**src/rtl/phased_way_ctrl.sv**
```systemverilog
// Phased 4-way set access sequencer: tag lookup first, then a single data-way enable.
// Misses run a refill handshake and pick victims round-robin.
module phased_way_ctrl #(
    parameter int TAG_W = 8
) (
    input  logic               clk,
    input  logic               rst_n,
    input  logic               req_valid,
    output logic               req_ready,
    input  logic [TAG_W-1:0]   req_tag,
    output logic               tag_en,
    input  logic [4*TAG_W-1:0] tag_rd,
    input  logic [3:0]         way_valid,
    output logic [3:0]         data_en,
    output logic               data_we,
    output logic               refill_req,
    output logic [TAG_W-1:0]   refill_tag,
    input  logic               refill_done,
    output logic               resp_valid,
    output logic               resp_hit,
    output logic [1:0]         resp_way
);

    typedef enum logic [2:0] {
        IDLE   = 3'd0,
        TAG    = 3'd1,
        CMP    = 3'd2,
        REFILL = 3'd3,
        DATA   = 3'd4,
        RESP   = 3'd5
    } state_t;

    state_t             state_reg;
    logic [TAG_W-1:0]   tag_reg;
    logic [1:0]         way_reg;
    logic [1:0]         victim_reg;
    logic               hit_reg;
    logic [3:0]         match;
    logic               any_match;
    logic [1:0]         match_way;

    genvar gi;
    generate
        for (gi = 0; gi < 4; gi++) begin : g_match
            assign match[gi] = way_valid[gi] & (tag_rd[gi*TAG_W +: TAG_W] == tag_reg);
        end
    endgenerate

    // Lowest matching way wins when several ways alias the same tag.
    always_comb begin
        any_match = |match;
        match_way = 2'd0;
        if (match[0])      match_way = 2'd0;
        else if (match[1]) match_way = 2'd1;
        else if (match[2]) match_way = 2'd2;
        else if (match[3]) match_way = 2'd3;
    end

    always_ff @(posedge clk or negedge rst_n) begin
        if (!rst_n) begin
            state_reg  <= IDLE;
            tag_reg    <= '0;
            way_reg    <= 2'd0;
            victim_reg <= 2'd0;
            hit_reg    <= 1'b0;
        end else begin
            case (state_reg)
                IDLE: begin
                    if (req_valid) begin
                        tag_reg   <= req_tag;
                        state_reg <= TAG;
                    end
                end
                TAG: state_reg <= CMP;
                CMP: begin
                    if (any_match) begin
                        way_reg   <= match_way;
                        hit_reg   <= 1'b1;
                        state_reg <= DATA;
                    end else begin
                        way_reg   <= victim_reg;
                        hit_reg   <= 1'b0;
                        state_reg <= REFILL;
                    end
                end
                REFILL: begin
                    if (refill_done) begin
                        victim_reg <= victim_reg + 2'd1;
                        state_reg  <= DATA;
                    end
                end
                DATA:    state_reg <= RESP;
                RESP:    state_reg <= IDLE;
                default: state_reg <= IDLE;
            endcase
        end
    end

    // Moore outputs; qualified-only fields are forced to zero outside their state.
    assign req_ready  = (state_reg == IDLE);
    assign tag_en     = (state_reg == TAG);
    assign data_en    = (state_reg == DATA) ? (4'b0001 << way_reg) : 4'b0000;
    assign data_we    = (state_reg == DATA) & ~hit_reg;
    assign refill_req = (state_reg == REFILL);
    assign refill_tag = (state_reg == REFILL) ? tag_reg : '0;
    assign resp_valid = (state_reg == RESP);
    assign resp_hit   = (state_reg == RESP) & hit_reg;
    assign resp_way   = (state_reg == RESP) ? way_reg : 2'd0;

endmodule

```
**config.mk**
```make
export PLATFORM = sky130hd
export DESIGN_NAME = phased_way_ctrl
export DESIGN_NICKNAME = d
export VERILOG_FILES = /design/src/rtl/phased_way_ctrl.sv
export SDC_FILE = /design/constraint.sdc
export NUM_CORES = 1
export LEC_CHECK = 0
export CORE_AREA = 10 10 66 68
export CTS_CLUSTER_DIAMETER = 150
export DETAILED_ROUTE_END_ITERATION = 16
export DIE_AREA = 0 0 76 78
export PLACE_DENSITY_LB_ADDON = 0.05
export RECOVER_POWER = 100
export SETUP_SLACK_MARGIN = 0.5
export SYNTH_ARGS = -nofsm -noshare
export SYNTH_HDL_FRONTEND = slang
export SYNTH_SLANG_ARGS = --single-unit
```
**constraint.sdc**
```tcl
create_clock -name clk -period 2.8 [get_ports clk]
set_input_delay 0.42 -clock clk [delete_from_list [all_inputs] [get_ports clk]]
set_output_delay 0.42 -clock clk [all_outputs]
set_load 0.02 [all_outputs]
```
==> results.yml <==
run_status:
  status: "finished clean"
cells_and_area:
  final_nets: 241
  n_antenna_cell: 0
  syn2layout_area_growth_pct: 56.45
  largest_reg_flops: 8
  layout-drive-gt1-share_pct: 8.333
  fillers: 287
timing:
  final.setup_skew_ns: 0.01064
  setup_viol: 0
  setup_ws_ns: 0.3973
  worstMarginPinSlew_ns: 0.7143
  grt_setup_unrepaired: "yes"
  fmax_ghz: 0.4162
  slew_viol_final: 0
  whs_ns: 0.4951
  final.period_utilization_pct: 85.81
  setup_tns_ns: 0
  min_period_ns: 2.403
  finalHoldViolCount: 0
  maxSlewHeadroom_pct: 52.22
clocking:
  cts_root_buffer: "clkbuf_4"
  max-clock-path-buffers: 2
  cts.htree.levels: 1
  cts_tree: "done"
  cts.sink_count: 16
  cts_buffers: 3
  hold_buffers: 0
  path_clk_slew_ns: 0.10
  clk_latency_ns: 0.28
setup_path:
  arrival_ns: 1.98
  crit_path_top_delay_cell: "clkdlybuf4s50_1"
  path_cells: "nor2b_1, and2_0, clkdlybuf4s50_1"
  path_class: "flop to primary output"
  critical_path.top_delay_family: "buffers and inverters"
  regToRegSetupSlack_ns: 0.87
  r2r_start: "state_reg[0]"
  crit_buf_inv: 1
  slowest_delay_ns: 0.64
  start_kind: "flop"
  required_ns: 2.38
  reg2reg_depth: 4
  critPathMaxFanout: 7
  critPathLaunch: "state_reg[1]"
  timing.rr.end: "tag_reg[6]"
  end_kind: "primary output"
placed_design:
  place.gp.congestion: 0.8498
  place_ws_ns: 0.5788
  hpwl_um: 3307
  port-buffer-count: 67
floorplan:
  die_w_um: 76
  num_rows: 21
  dieArea_um2: 5928
  core-area_um2: 3179
  die_y_um: 78
  initial_core_util_pct: 38.13
  io_pins: 68
worst_hold_path:
  hp-start: "victim_reg[1]"
  min_to: "victim_reg[1]"
  holdCritPathClass: "flop to flop"
  holdPathStages: 1
route:
  wirelength_um: 4062
  ant_nets: 0
  viasPerCell: 4.794
  drt_iter0_drc: 53
  drtPass1Iterations: 4
  drcViolationCount: 0
  num_vias: 1141
  routedWlPerCell_um: 17.07
power_and_ir_drop:
  power_mw: 1.584
  power.static_leakage_nw: 0.8294
  powerDensity_nw_per_um2: 835.1
  vdd_drop_max_v: 0.0005170
yosys:
  synth.distinct_cells: 29
  syn_area_um2: 1212
  async_flop_share_pct: 100.0
  ys_ff_latch: 16
  synth_area_per_cell_um2: 9.399
  ys.flop_type: "dfrtp_1"
  yosys_warnings: 0
  synthesis.nets: 177
  synth_edf_count: 0
  synthCells: 129
  seq_area_frac_synth_pct: 33.02
flow_run:
  maxCapViolCount: 0
global_route:
  grt_util_all_layers_pct: 14.03
  grt_pass1_vias: 1258
  grt-ovfl-total: 0
  antenna_found_initial: 0
  grt_pass1_wl_um: 6699
  grt_max_degree: 17
## per-stage QoR
| stage | std cells | utilization, % | cell area (um^2) |
|---|---|---|---|
| 3_5_place_dp | 231 | 58.72 | 1867 |
| 4_1_cts | 235 | 59.86 | 1903 |
| 6_report | 238 | 59.66 | 1897 |
| 5_1_grt | 238 | 59.66 | 1897 |
| 3_3_place_gp | 231 | 58.72 | 1867 |
| 2_1_floorplan | 129 | - | 1212 |
## area by class of cell
class	instances	area, um^2	share of cell area (%)
repair buffers	69	653.1	34.43
clock buffers	4	36.28	1.913
well taps	46	57.56	3.034
flip-flops and latches	16	402.9	21.24
multi-input cells	103	747.0	39.38
## layer usage
metal,global-route usage (%),vias up,routed length [um]
met5,0,-,0
met4,4.545,0,41
met3,4.724,4,351
met2,19.98,50,1672
met1,19.22,519,1996
li1,-,568,-
## placed cells by master (no fill, tap or decap), drive strengths merged, types with 4 or more instances in the layout
cell / n
and2: 6
dlygate4sd3: 14
clkbuf: 9
nor4: 4
nand2: 8
nor2: 4
clkdlybuf4s50: 46
dfrtp: 16
nand4: 4
xor2: 28
and3: 8
xnor2: 6
nor3: 6
mux2: 8
## cells in the mapped netlist (2+ instances only)
| cell type | count | area [um^2] |
|---|---|---|
| and2_1 | 6 | 37.54 |
| and3_1 | 8 | 50.05 |
| buf_2 | 5 | 25.02 |
| buf_6 | 3 | 33.78 |
| clkbuf_1 | 2 | 7.510 |
| dfrtp_1 | 16 | 400.4 |
| mux2_2 | 8 | 90.09 |
| nand2_1 | 8 | 30.03 |
| nand2b_1 | 3 | 18.77 |
| nand3_1 | 2 | 10.01 |
| nand4_1 | 4 | 25.02 |
| nor2_1 | 4 | 15.01 |
| nor2b_1 | 2 | 12.51 |
| nor3_1 | 6 | 30.03 |
| nor3b_1 | 3 | 22.52 |
| nor4_1 | 4 | 25.02 |
| xnor2_1 | 6 | 52.55 |
| xor2_1 | 28 | 245.2 |
## timing repair
action	4_1_cts	5_1_grt
cloned	0	1
endpoints found under the hold margin	0	0
setup buffers	0	2
setup endpoints to repair	16	14
gates resized for setup	5	6
pin swaps	0	0
## worst register-to-register path: stages (launching register included)
cell      delay [ns]
dfrtp_2         0.43
clkbuf_1        0.23
nor3_1          0.24
and2_0          0.52
mux2_2          0.40
## logic make-up after synthesis
family	after synthesis	synth area share [%]
xor+xnor	34	24.56
flops	16	33.02
buf+inv	11	6.089
compound gates	6	3.509
mux	8	7.431
simple gates	54	25.39
## where the power goes
group / internal, mW / total, mW / switching [mW] / leakage, nW
clock: 0.0791 / 0.149 / 0.0703 / 0.0210
sequential: 0.351 / 0.571 / 0.220 / 0.190
combinational: 0.458 / 0.864 / 0.405 / 0.618
total: 0.889 / 1.58 / 0.695 / 0.829
## worst max path at each step
stage | endpoint | slack [ns] | cells after the start
2_1_floorplan | tag_reg[0] | 0.99 | 4
3_5_place_dp | refill_req | 0.58 | 3
5_1_grt | refill_req | 0.27 | 3
6_report | refill_req | 0.40 | 3
4_1_cts | refill_req | 0.42 | 3
3_3_place_gp | way_reg[0] | 0.67 | 7
Note: power is estimated with default switching activity, not from simulation.
